## config.mk

```make
export PLATFORM = sky130hd
export DESIGN_NAME = fetch_stage
export DESIGN_NICKNAME = d
export VERILOG_FILES = /design/src/rtl/fetch_stage.sv
export SDC_FILE = /design/constraint.sdc
export NUM_CORES = 1
export LEC_CHECK = 0
export CAP_MARGIN = 20
export CORE_MARGIN = 2
export CORE_UTILIZATION = 40
export CTS_CLUSTER_DIAMETER = 80
export DETAILED_ROUTE_END_ITERATION = 8
export GPL_TIMING_DRIVEN = 0
export PLACE_DENSITY = 0.66
export SETUP_SLACK_MARGIN = 0.05
export SLEW_MARGIN = 10
export SYNTH_ARGS = -nofsm -noshare
export SYNTH_HDL_FRONTEND = slang
export SYNTH_SLANG_ARGS = --single-unit
```

## constraint.sdc

```tcl
create_clock -name clk -period 2.15 [get_ports clk]
set_input_delay 0.645 -clock clk [delete_from_list [all_inputs] [get_ports clk]]
set_output_delay 0.645 -clock clk [all_outputs]
set_load 0.03 [all_outputs]
```

## src/rtl/fetch_stage.sv

```systemverilog
// -----------------------------------------------------------------------------
// fetch_stage
//   Instruction fetch stage plus IF/ID pipeline register for the 16-bit,
//   4-bit-opcode CPU. Owns the PC, drives a variable-latency instruction
//   memory via a req/ready handshake, and presents a registered instruction,
//   opcode and pc+2 to decode. Handles stall, branch redirect and HLT (4'hF).
//
//   Optional feature macro: FETCH_PREDECODE_EN
//     When defined, adds registered ifid_is_mem (opcode 1000/1001) and
//     ifid_is_branch (opcode 1100/1101) outputs that track ifid_instr.
//
// Ports
//   clk, rst_n        clock (rising edge), async active-low reset
//   stall             decode cannot accept; IF/ID holds
//   branch_taken      one-cycle redirect pulse, branch_target valid with it
//   imem_req/addr     registered request; held until imem_ready
//   imem_ready/rdata  response strobe and data
//   ifid_valid/instr/opcode/pc_plus2   IF/ID register contents
//   pc                current fetch PC
//   halted            HLT has reached IF/ID; fetch stopped
// -----------------------------------------------------------------------------
// state  | meaning
// FETCH  | issue request for pc (imem_req rises next cycle)
// WAIT   | request outstanding; waiting for imem_ready
// HOLD   | response parked in skid buffer while decode stalls
// HALT   | HLT in IF/ID; idle until redirect or reset
// -----------------------------------------------------------------------------
module fetch_stage #(
  parameter int                 ADDR_W   = 16,
  parameter int                 INSTR_W  = 16,
  parameter logic [ADDR_W-1:0]  RESET_PC = '0
) (
  input  logic               clk,
  input  logic               rst_n,
  input  logic               stall,
  input  logic               branch_taken,
  input  logic [ADDR_W-1:0]  branch_target,
  output logic               imem_req,
  output logic [ADDR_W-1:0]  imem_addr,
  input  logic               imem_ready,
  input  logic [INSTR_W-1:0] imem_rdata,
  output logic               ifid_valid,
  output logic [INSTR_W-1:0] ifid_instr,
  output logic [3:0]         ifid_opcode,
  output logic [ADDR_W-1:0]  ifid_pc_plus2,
  output logic [ADDR_W-1:0]  pc,
  output logic               halted
`ifdef FETCH_PREDECODE_EN
  ,
  output logic               ifid_is_mem,
  output logic               ifid_is_branch
`endif
);

  localparam logic [3:0]        OP_HLT  = 4'hF;
  localparam logic [ADDR_W-1:0] PC_STEP = ADDR_W'(2);

  typedef enum logic [1:0] {
    S_FETCH = 2'd0,
    S_WAIT  = 2'd1,
    S_HOLD  = 2'd2,
    S_HALT  = 2'd3
  } state_t;

  state_t              state, state_d;
  logic                drop, drop_d;
  logic [ADDR_W-1:0]   pc_d, addr_d, pc2_d, skid_pc2, skid_pc2_d;
  logic [INSTR_W-1:0]  instr_d, skid_instr, skid_instr_d;
  logic                req_d, valid_d, halted_d, load_ifid;
  logic [ADDR_W-1:0]   pc_inc;

  assign pc_inc      = pc + PC_STEP;  // wraps naturally at 2^ADDR_W
  assign ifid_opcode = ifid_instr[INSTR_W-1 -: 4];

  always_comb begin
    state_d      = state;
    drop_d       = drop;
    pc_d         = pc;
    req_d        = imem_req;
    addr_d       = imem_addr;
    valid_d      = ifid_valid;
    instr_d      = ifid_instr;
    pc2_d        = ifid_pc_plus2;
    halted_d     = halted;
    skid_instr_d = skid_instr;
    skid_pc2_d   = skid_pc2;
    load_ifid    = 1'b0;

    if (branch_taken) begin
      pc_d         = branch_target;
      valid_d      = 1'b0;
      halted_d     = 1'b0;
      skid_instr_d = '0;
      skid_pc2_d   = '0;
      // An outstanding request is never aborted: keep req/addr and discard
      // its response later. A response landing in the redirect cycle itself
      // is simply thrown away here.
      if (state == S_WAIT && !imem_ready) begin
        drop_d  = 1'b1;
        state_d = S_WAIT;
      end else begin
        drop_d  = 1'b0;
        req_d   = 1'b0;
        state_d = S_FETCH;
      end
    end else begin
      case (state)
        S_FETCH: begin
          req_d   = 1'b1;
          addr_d  = pc;
          state_d = S_WAIT;
        end
        S_WAIT: begin
          if (imem_ready) begin
            req_d = 1'b0;
            if (drop) begin
              drop_d  = 1'b0;
              state_d = S_FETCH;
            end else begin
              pc_d = pc_inc;
              if (!stall) begin
                load_ifid = 1'b1;
                valid_d   = 1'b1;
                instr_d   = imem_rdata;
                pc2_d     = pc_inc;
                if (imem_rdata[INSTR_W-1 -: 4] == OP_HLT) begin
                  halted_d = 1'b1;
                  state_d  = S_HALT;
                end else begin
                  state_d  = S_FETCH;
                end
              end else begin
                skid_instr_d = imem_rdata;
                skid_pc2_d   = pc_inc;
                state_d      = S_HOLD;
              end
            end
          end
        end
        S_HOLD: begin
          if (!stall) begin
            load_ifid = 1'b1;
            valid_d   = 1'b1;
            instr_d   = skid_instr;
            pc2_d     = skid_pc2;
            if (skid_instr[INSTR_W-1 -: 4] == OP_HLT) begin
              halted_d = 1'b1;
              state_d  = S_HALT;
            end else begin
              state_d  = S_FETCH;
            end
          end
        end
        S_HALT: begin
          state_d = S_HALT;
        end
        default: begin
          state_d = S_FETCH;
        end
      endcase
    end
  end

  always_ff @(posedge clk or negedge rst_n) begin
    if (!rst_n) begin
      state <= S_FETCH;
    end else begin
      state <= state_d;
    end
  end

  always_ff @(posedge clk or negedge rst_n) begin
    if (!rst_n) begin
      drop          <= 1'b0;
      pc            <= RESET_PC;
      imem_req      <= 1'b0;
      imem_addr     <= RESET_PC;
      ifid_valid    <= 1'b0;
      ifid_instr    <= '0;
      ifid_pc_plus2 <= '0;
      halted        <= 1'b0;
      skid_instr    <= '0;
      skid_pc2      <= '0;
    end else begin
      drop          <= drop_d;
      pc            <= pc_d;
      imem_req      <= req_d;
      imem_addr     <= addr_d;
      ifid_valid    <= valid_d;
      ifid_instr    <= instr_d;
      ifid_pc_plus2 <= pc2_d;
      halted        <= halted_d;
      skid_instr    <= skid_instr_d;
      skid_pc2      <= skid_pc2_d;
    end
  end

`ifdef FETCH_PREDECODE_EN
  always_ff @(posedge clk or negedge rst_n) begin
    if (!rst_n) begin
      ifid_is_mem    <= 1'b0;
      ifid_is_branch <= 1'b0;
    end else if (branch_taken) begin
      ifid_is_mem    <= 1'b0;
      ifid_is_branch <= 1'b0;
    end else if (load_ifid) begin
      ifid_is_mem    <= (instr_d[INSTR_W-1 -: 3] == 3'b100);
      ifid_is_branch <= (instr_d[INSTR_W-1 -: 3] == 3'b110);
    end
  end
`endif

endmodule
```

# After elaboration in Yosys (flattened, before gate mapping)
# Index checks and enable logic that the tools add are counted.
# word_totals
regBits	102
out_inout_bits	71
inputBits	37
# op_classes
muxes	53
bitwise_logic	1
n_addsub	1
n_reduce_logical	18
n_eq_ne	17
# op_table
operator	count
$mux W16	22
$pmux W16 S2	2
$mux W1	18
$add A16 B2 Y16 const B	1
$ne A3 B3 Y1 const B	5
$mux W2	7
$ne A2 B2 Y1 const B	6
$reduce_and A3 Y1	3
$eq A4 B4 Y1 const B	2
$pmux W2 S4	1
$reduce_bool A2 Y1	4
$reduce_and A7 Y1	1
$pmux W1 S2	3
$reduce_and A2 Y1	3
$reduce_and A6 Y1	1
$reduce_bool A3 Y1	2
$eq A2 B2 Y1 const B	2
$reduce_and A4 Y1	1
$ne A3 B2 Y1 const B	1
$eq A2 B1 Y1 const B	1
$logic_not A2 Y1	1
$logic_and A1 B1 Y1	1
$logic_not A1 Y1	1
$not A1 Y1	1

# Depth between registers and ports, before layout
# Gate-level depths: netlist (run 1).
# depth
ltp_word	7
ltp_mapped	8
depth_no_buf	5

# Worst setup path after synthesis (run 1)
# No wires, ideal clock.
# synth_path
path_type	input -> register
from	input branch_taken
to	register imem_addr[10]
cell_stages	4
setup_time_ns	0.125
arrival_time_ns	1.780
path_buffers	2
required_ns	2.025
path_slack_ns	0.245
cell_sequence	clkbuf_1 > nor3_2 > buf_4 > mux2_2
# synth_via
elab_chain_len	2
# synth_lines
element	line_no	rtl
start, declared	36	input logic branch_taken,
$not A1 Y1 (no source line)	n/a	
$reduce_and A2 Y1 (no source line)	n/a	
end signal, assigned	188	imem_addr <= addr_d;
end, declared	39	output logic [ADDR_W-1:0] imem_addr,
# Every way passes these cells.
# A chain may end at the register's enable or synchronous reset.

# Final worst setup path (run 1)
# layout_path
from	register ifid_pc_plus2[11]
to	output ifid_pc_plus2[11]
# layout_rtl
element	line_no	rtl
start, declared	45	output logic [ADDR_W-1:0] ifid_pc_plus2,
start signal, assigned	191	ifid_pc_plus2 <= pc2_d;
# No word-level cell between the ends.

==> out/metrics.csv, run 1 <==
metric,value,unit
status,completed,
r2r_slack,0.20,ns
antenna_cells,0,
antenna_found_initial,0,
worst_slew_pin_slew,0.7226,ns
dieArea,12680,sq um
worst-path-max-fanout,2,
drv_cap,0,
io_buffers,106,
grt_pass1_wl,19980,um
grt_pass1_vias,3886,
yosysUniqueCellTypes,48,
cts_buffers,9,
cp.required,1.50,ns
gp_congestion,0.7921,
ant_nets,0,
cts.sinks,102,
criticalPathCategory,flip-flop to output pin,
num-fill-cells,1050,
finalCriticalPeriod,2.051,ns
hold_ws,0.1742,ns
worst_slack,0.09948,ns
relSlewSlack,51.56,%
final.setup_skew,0.007742,ns
cts-root-buf,clkbuf_16,
die_x,112.6,um
final_util,55.24,%
cpLargestDelayFamily,buffers and inverters,
avgSynthCellArea,10.15,sq um
firstDrtPassIters,4,
period_share,95.37,%
synthesis.area,4718,sq um
endpoint_kind,output pin,
clock_path_buffers,2,
vias_per_cell,5.254,
post-cts-setup-buffers,0,
ir_drop,659.6,uV
cp-start-kind,flip-flop,
first_iter_violations,143,
gr-total-overflow,0,
setup_tns,0,ns
ys.flop_type,dfrtp_1,
dp_slack,-0.3340,ns
rows,39,
clkTransAtPathRegs,0.07,ns
syn_inst,465,
cts_hold_buf,0,
routed_wl,12190,um
drive_gt1_share,12.76,%
drc,0,
layout.nets,621,
pin_count,108,
grt_max_degree,71,
seq_area_frac_synth,54.10,%
dp.cells,715,
slew_viol_final,0,
die_h,112.6,um
rsz0062_at_grt,true,
synth_fp_nets,503,
initial_core_util,41.15,%
setup_viol,0,
area_delta_synth_final,34.26,%
post_dp_cell_area,5987,sq um
slowest_delay,0.70,ns
ys_async_sr_fraction,100.0,%
synth-seq-cells,102,
worstPathCellList,clkdlybuf4s50_1,
vias,3841,
cts_tree,built,
cp_data_arrival_time,1.41,ns
clock_latency,0.35,ns
hold_class,input pin to asynchronous set/reset pin,
dpl.hpwl,8890,um
ys_warn_count,0,
cts-resized-gates,12,
synth-edff-count,0,
power.density,1190,nW/um^2
final_cell_mix,"dfrtp_1, clkdlybuf4s50_1, nand2_1",
finalInstanceArea,6335,sq um
layoutNonFillerInstCount,731,
p_total,7.540,mW
wl_per_cell,16.67,um
fmax,487.7,MHz
leakage,2.737,nW
grtUsageTotal,19.70,%
cpMaxStageDelayCell,clkdlybuf4s50_1,
core-area,11470,sq um
final_common_cell,dfrtp_1,
cp_num_buf_inv,1,
h-tree-depth,3,
hold_viol,0,
==> state kept, by name (all words and copies together) (netlist names) <==
register	count
ifid_valid	1
halted	1
skid_instr	16
imem_req	1
pc	16
skid_pc2	16
imem_addr	16
state	2
ifid_instr	16
ifid_pc_plus2	16
drop	1
==> per-layer routing <==
metal  GRT usage (%)  vias up  wire [um]  share of wire (%)
met3           4.914       14        746                6.1
met2           30.70      119       5462                 45
met4           4.878        0        161                1.3
li1                -     1865          -                  -
met1           27.80     1843       5817                 48
met5               0        -          0                  0
==> worst paths after layout <==
path	start	to	cells after the start
setup / recovery	ifid_pc_plus2[11]$_DFFE_PN0P_	ifid_pc_plus2[11]	1
hold / removal	rst_n	ifid_instr[8]$_DFFE_PN0P_	1
setup reg to reg	state[1]$_DFFE_PN0P_	imem_addr[7]$_DFFE_PN0P_	4
hold reg to reg	skid_pc2[8]$_DFFE_PN0P_	skid_pc2[8]$_DFFE_PN0P_	2
max in group asynchronous	rst_n	imem_addr[13]$_DFFE_PN0P_	2
min in group clk	skid_pc2[8]$_DFFE_PN0P_	skid_pc2[8]$_DFFE_PN0P_	2
==> Yosys cell counts (4+ instances only) <==
master	instances	area (sq um)
nand2_1	85	319.1
a21oi_1	10	50.05
inv_1	6	22.52
nand4_1	5	31.28
nor4_1	7	43.79
a22o_1	20	175.2
nor3_1	12	60.06
nand3_1	15	75.07
buf_2	17	85.08
o21ai_0	37	185.2
xnor2_1	18	157.7
buf_6	4	45.04
clkbuf_1	9	33.78
a31oi_1	18	112.6
nor2_1	27	101.4
dfrtp_1	102	2552
buf_4	9	67.56
o211ai_1	6	45.04
mux2_2	17	191.4
==> cell families after synthesis <==
group,Yosys count,synth area share [%]
AOI/OAI and AO/OA,110,15.73
DFF,102,54.10
adders and majority gates,1,0.2651
muxes,20,4.694
xor gates and xnor gates,19,3.527
and+or+nand+nor,165,16.02
buffers and inverters,48,5.675
==> layout make-up <==
class                      count  area, sq um  share of cell area [%]
tap                          143        178.9                   2.824
clock inverter                 6        92.59                   1.462
inverter                       6        22.52                  0.3555
sequential                   102         2552                   40.29
timing repair buffer         107         1089                   17.18
buffer                        42        254.0                   4.009
clock buffer                  10        229.0                   3.614
multi-input combinational    315         1917                   30.26
==> power breakdown <==
part | internal [mW] | switching [mW] | total (mW)
Combinational | 1.31 | 1.76 | 3.06
Clock | 1.03 | 0.741 | 1.77
Sequential | 2.40 | 0.304 | 2.71
(Power assumes the default switching activity.)
==> inputs of run 2 (changes only) <==
--- a/config.mk
+++ b/config.mk
@@ -6,12 +6,14 @@
 export NUM_CORES = 1
 export LEC_CHECK = 0
 export CAP_MARGIN = 20
+export CELL_PAD_IN_SITES_DETAIL_PLACEMENT = 1
+export CELL_PAD_IN_SITES_GLOBAL_PLACEMENT = 1
 export CORE_MARGIN = 2
-export CORE_UTILIZATION = 40
+export CORE_UTILIZATION = 38
 export CTS_CLUSTER_DIAMETER = 80
 export DETAILED_ROUTE_END_ITERATION = 8
 export GPL_TIMING_DRIVEN = 0
-export PLACE_DENSITY = 0.66
+export PLACE_DENSITY_LB_ADDON = 0.1
 export SETUP_SLACK_MARGIN = 0.05
 export SLEW_MARGIN = 10
 export SYNTH_ARGS = -nofsm -noshare
==> out/metrics.csv, run 2 (synthesis results as in run 1) <==
metric,value,unit,change
cts.sinks,102,,unchanged
finalCriticalPeriod,2.056,ns,was 2.051 ns
slowest_delay,0.68,ns,was 0.70 ns
cellInternalPower,4.649,mW,was 4.738 mW
antenna_cells,0,,unchanged
clkTransAtPathRegs,0.07,ns,about the same
endpoint_kind,output pin,,unchanged
clock_latency,0.35,ns,about the same
cts_tree,built,,unchanged
vias_per_cell,5.247,,was 5.254
layoutNonFillerInstCount,756,,was 731
cp_num_cells,1,,unchanged
io_buffers,106,,unchanged
ir_drop,588.9,uV,was 659.6 uV
area_delta_synth_final,34.23,%,was 34.26%
grt_pass1_wl,22250,um,"was 19,980 um"
drv_cap,0,,unchanged
die_h,115.4,um,was 112.6 um
rows,40,,was 39
first_iter_violations,189,,was 143
grt_pass1_vias,4200,,"was 3,886"
hold_ws,0.1767,ns,was 0.1742 ns
slew_viol_final,0,,unchanged
fmax,486.5,MHz,was 487.7 MHz
gp_congestion,0.7715,,was 0.7921
final_common_cell,dfrtp_1,,unchanged
dp_slack,-0.4131,ns,was -0.3340 ns
clockPowerShare,22.0,%,was 23.5%
status,completed,,unchanged
final_cell_mix,"dfrtp_1, clkdlybuf4s50_1, nand2_1",,unchanged
cts_buffers,9,,unchanged
worst_slack,0.09442,ns,was 0.09948 ns
grtUsageTotal,21.69,%,was 19.70%
cp-start-kind,flip-flop,,unchanged
setup_viol,0,,unchanged
hold_viol,0,,unchanged
p_total,7.451,mW,was 7.540 mW
cpMaxStageDelayCell,clkdlybuf4s50_1,,unchanged
cp_num_buf_inv,1,,unchanged
firstDrtPassIters,5,,was 4
hold_class,input pin to asynchronous set/reset pin,,unchanged
worstPathCellList,clkdlybuf4s50_1,,unchanged
reg2reg_depth,6,,was 4
num-fill-cells,1351,,"was 1,050"
clock_path_buffers,2,,unchanged
leakage,2.715,nW,was 2.737 nW
antenna_found_initial,0,,unchanged
rsz0062_at_grt,false,,was true
die_x,115.4,um,was 112.6 um
cpLargestDelayFamily,buffers and inverters,,unchanged
cp.required,1.50,ns,about the same
drc,0,,unchanged
drive_gt1_share,12.59,%,was 12.76%
dieArea,13320,sq um,"was 12,680 sq um"
grt_max_degree,72,,was 71
routed_wl,13890,um,"was 12,190 um"
wl_per_cell,18.37,um,was 16.67 um
h-tree-depth,3,,unchanged
final.setup_skew,0.004483,ns,was 0.007742 ns
r2r_slack,0.18,ns,was 0.20 ns
vias,3967,,"was 3,841"
layout.nets,621,,unchanged
switching_share,37.61,%,was 37.16%
initial_core_util,39.12,%,was 41.15%
gr-total-overflow,0,,unchanged
period_share,95.61,%,was 95.37%
relSlewSlack,51.33,%,was 51.56%
ant_nets,0,,unchanged
worst_slew_pin_slew,0.7261,ns,was 0.7226 ns
post-cts-setup-buffers,0,,unchanged
dp.cells,740,,was 715
multiInputGateArea,1918,sq um,was 1917 sq um
p_sw,2.803,mW,was 2.802 mW
worst-path-max-fanout,3,,was 2
cts-root-buf,clkbuf_16,,unchanged
criticalPathCategory,flip-flop to output pin,,unchanged
dpl.hpwl,9881,um,was 8890 um
ff_latch_area,2552,sq um,unchanged
pin_count,108,,unchanged
seqPwrFrac,36.5,%,was 35.9%
cp_data_arrival_time,1.41,ns,about the same
core-area,12060,sq um,"was 11,470 sq um"
power.density,1176,nW/um^2,was 1190 nW/um^2
p_comb_share,41.5,%,was 40.6%
==> run 2: changes by cell type in the layout (fill, tap and decap cells not counted), sizes merged <==
cell	previous run	this run
bufinv	2	1
clkdlybuf4s50	89	91
clkinvlp	2	0
buf	32	33
inv	8	6
clkbuf	22	24
clkinv	0	2
dlymetal6s2s	5	3
==> run 2: area by class of cell <==
type | instances | area share, %
plain buffers | 42 | 3.991
repair buffers | 107 | 17.11
inverters | 6 | 0.3556
well taps | 168 | 3.319
multi-input cells | 315 | 30.28
flip-flops and latches | 102 | 40.30
clock buffers | 13 | 3.951
clock inverters | 3 | 0.6914
==> run 2: layer usage <==
metal	wire (um)	GRT usage, %	vias up	share of wire [%]
li1	-	-	1869	-
met1	6464	28.81	1972	47
met2	6452	35.09	106	46
met3	664	4.289	20	4.8
met4	303	8.594	0	2.2
met5	0	0	-	0
==> run 2: power groups by stage <==
stage | Sequential [mW] | Combinational [mW] | Clock (mW)
finish | 2.72 | 3.09 | 1.64
global route | 2.79 | 3.29 | 1.76
CTS | 2.73 | 3.12 | 1.67
detailed placement | 2.76 | 3.14 | 0
global placement | 2.73 | 3.08 | 0
floorplan | 3.61 | 0.891 | 0
==> run 2: what timing repair did <==
item,in CTS,in global routing
pin swaps,0,1
hold buffers,0,0
endpoints found under the setup margin,32,54
resized for setup,13,8
==> run 2: final timing paths <==
path	start	to
max in group asynchronous	rst_n	imem_addr[1]$_DFFE_PN0P_
setup / recovery	pc[1]$_DFFE_PN0P_	pc[1]
setup reg to reg	pc[2]$_DFFE_PN0P_	pc[7]$_DFFE_PN0P_
hold reg to reg	skid_pc2[11]$_DFFE_PN0P_	skid_pc2[11]$_DFFE_PN0P_
hold / removal	rst_n	ifid_instr[10]$_DFFE_PN0P_
min in group clk	skid_pc2[11]$_DFFE_PN0P_	skid_pc2[11]$_DFFE_PN0P_
==> run 2: through the flow <==
step / area [sq um] / util [%] / setup TNS (ns)
after floorplan: 4718 / - / 0
after global placement: 5989 / 49.66 / -386.71
after detailed placement: 6018 / 49.90 / -21.68
after CTS: 6305 / 52.27 / 0
after global routing: 6334 / 52.51 / 0
final: 6334 / 52.51 / 0
==> inputs of run 3 (changes only) <==
--- a/config.mk
+++ b/config.mk
@@ -9,9 +9,10 @@
 export CELL_PAD_IN_SITES_DETAIL_PLACEMENT = 1
 export CELL_PAD_IN_SITES_GLOBAL_PLACEMENT = 1
 export CORE_MARGIN = 2
-export CORE_UTILIZATION = 38
+export CORE_UTILIZATION = 40
 export CTS_CLUSTER_DIAMETER = 80
 export DETAILED_ROUTE_END_ITERATION = 8
+export DONT_BUFFER_PORTS = 1
 export GPL_TIMING_DRIVEN = 0
 export PLACE_DENSITY_LB_ADDON = 0.1
 export SETUP_SLACK_MARGIN = 0.05
==> out/metrics.csv, run 3 (synthesis results as in run 1) <==
metric,value,unit,change
status,"finished, violations left",,was completed
failed_checks,negative hold slack,,
worstPathCellList,buf_2 > nand4_1 > nor4_1 > xnor2_1 > o211ai_1,,was clkdlybuf4s50_1
layoutNonFillerInstCount,624,,was 756
cts_buffers,9,,unchanged
grtUsageTotal,21.08,%,was 21.69%
dieArea,12680,sq um,"was 13,320 sq um"
vias,3501,,"was 3,967"
clock_path_buffers,2,,unchanged
r2r_slack,0.12,ns,was 0.18 ns
vias_per_cell,5.611,,was 5.247
io_buffers,0,,was 106
initial_core_util,41.15,%,was 39.12%
worst-path-max-fanout,6,,was 3
antenna_found_initial,0,,unchanged
final.setup_skew,0.004661,ns,was 0.004483 ns
first_iter_violations,128,,was 189
endpoint_kind,flip-flop,,was output pin
grt_pass1_vias,3720,,"was 4,200"
routed_wl,12670,um,"was 13,890 um"
slew_viol_final,0,,unchanged
dp_slack,-0.2259,ns,was -0.4131 ns
criticalPathCategory,flip-flop to flip-flop,,was flip-flop to output pin
wl_per_cell,20.31,um,was 18.37 um
final_cell_mix,"dfrtp_1, nand2_1, o21ai_0",,"was dfrtp_1, clkdlybuf4s50_1, nand2_1"
crit_end,ifid_pc_plus2[15]$_DFFE_PN0P_,,was pc[1]
num-fill-cells,1260,,"was 1,351"
layout.nets,514,,was 621
area_delta_synth_final,10.26,%,was 34.23%
die_x,112.6,um,was 115.4 um
cp.required,2.37,ns,was 1.50 ns
cpMaxStageDelayCell,dfrtp_1,,was clkdlybuf4s50_1
drive_gt1_share,15.80,%,was 12.59%
cp-start-kind,flip-flop,,unchanged
ant_nets,0,,unchanged
gr-total-overflow,0,,unchanged
antenna_cells,0,,unchanged
core-area,11470,sq um,"was 12,060 sq um"
power.density,1214,nW/um^2,was 1176 nW/um^2
grt_pass1_wl,20970,um,"was 22,250 um"
dp.cells,608,,was 740
cts-root-buf,clkbuf_16,,unchanged
firstDrtPassIters,4,,was 5
fmax,492.3,MHz,was 486.5 MHz
post-cts-setup-buffers,0,,unchanged
clock_latency,0.35,ns,about the same
worst_slew_pin_slew,0.7906,ns,was 0.7261 ns
pin_count,108,,unchanged
finalCriticalPeriod,2.031,ns,was 2.056 ns
slowest_delay,0.52,ns,was 0.68 ns
timing.rr.start,pc[3]$_DFFE_PN0P_,,was pc[2]$_DFFE_PN0P_
hold_ws,-0.01411,ns,was 0.1767 ns
reg2reg_depth,5,,was 6
rsz0062_at_grt,true,,was false
grt_max_degree,103,,was 72
final_common_cell,dfrtp_1,,unchanged
cp_data_arrival_time,2.25,ns,was 1.41 ns
cts.sinks,102,,unchanged
ir_drop,581.9,uV,was 588.9 uV
h-tree-depth,3,,unchanged
rows,39,,was 40
die_h,112.6,um,was 115.4 um
gp_congestion,0.8439,,was 0.7715
clkTransAtPathRegs,0.07,ns,about the same
drv_cap,0,,unchanged
leakage,2.230,nW,was 2.715 nW
relSlewSlack,47.00,%,was 51.33%
drc,0,,unchanged
hold_class,input pin to asynchronous set/reset pin,,unchanged
startpoint,pc[3]$_DFFE_PN0P_,,was pc[1]$_DFFE_PN0P_
dpl.hpwl,9094,um,was 9881 um
hold_viol,68,,was 0
regToRegEndpoint,ifid_pc_plus2[15]$_DFFE_PN0P_,,was pc[7]$_DFFE_PN0P_
p_total,6.316,mW,was 7.451 mW
cts_tree,built,,unchanged
setup_viol,0,,unchanged
period_share,94.48,%,was 95.61%
worst_slack,0.1187,ns,was 0.09442 ns
run 3: critical path, delay by kind of cell (launching register included):
family                 cells  cell delay [ns]
AND/OR/NAND/NOR            2             0.69
buffers and inverters      1             0.28
AO/OA/AOI/OAI              1             0.15
XOR/XNOR                   1             0.25
flip-flops                 1             0.52
run 3: worst min-delay path by stage:
stage,startpoint,to,slack [ns],depth (start not counted)
finish,rst_n,ifid_instr[9]$_DFFE_PN0P_,-0.01,0
global route,rst_n,ifid_instr[5]$_DFFE_PN0P_,-0.03,0
CTS,rst_n,ifid_instr[11]$_DFFE_PN0P_,-0.02,0
detailed placement,rst_n,ifid_instr[11]$_DFFE_PN0P_,0.35,0
global placement,rst_n,ifid_instr[9]$_DFFE_PN0P_,0.35,0
floorplan,rst_n,drop$_DFFE_PN0P_,0.35,0
run 3: timing repair:
item | CTS | global route
endpoints found under the hold margin | 102 | 102
gates resized for setup | 2 | 3
pin swaps | 0 | 0
endpoints found under the setup margin | 6 | 5
run 3: routing by layer:
layer / GRT usage, % / up-vias / routed length, um
li1: - / 1647 / -
met1: 28.84 / 1762 / 5804
met2: 33.69 / 84 / 6002
met3: 5.076 / 8 / 748
met4: 5.691 / 0 / 118
met5: 0 / - / 0
run 3: through the flow:
step                util [%]  TNS (ns)  instance area (sq um)
finish                 45.37         0                   5202
detailed placement     42.71    -2.190                   4897
CTS                    45.22         0                   5185
global placement       42.71    -2.025                   4897
floorplan                  -         0                   4718
global route           45.37         0                   5202
run 3: area by class of cell:
class	count	area [sq um]	area share [%]
clock inverter	5	35.03	0.6734
multi-input combinational	315	1924	36.99
buffer	42	245.2	4.714
inverter	6	22.52	0.4329
tap	143	178.9	3.439
clock buffer	11	242.7	4.666
sequential	102	2554	49.09
run 3: report_power, final:
| part | total [mW] | switching, mW | internal (mW) |
|---|---|---|---|
| clock | 1.56 | 0.746 | 0.816 |
| combinational | 1.06 | 0.581 | 0.483 |
| sequential | 3.69 | 1.30 | 2.39 |
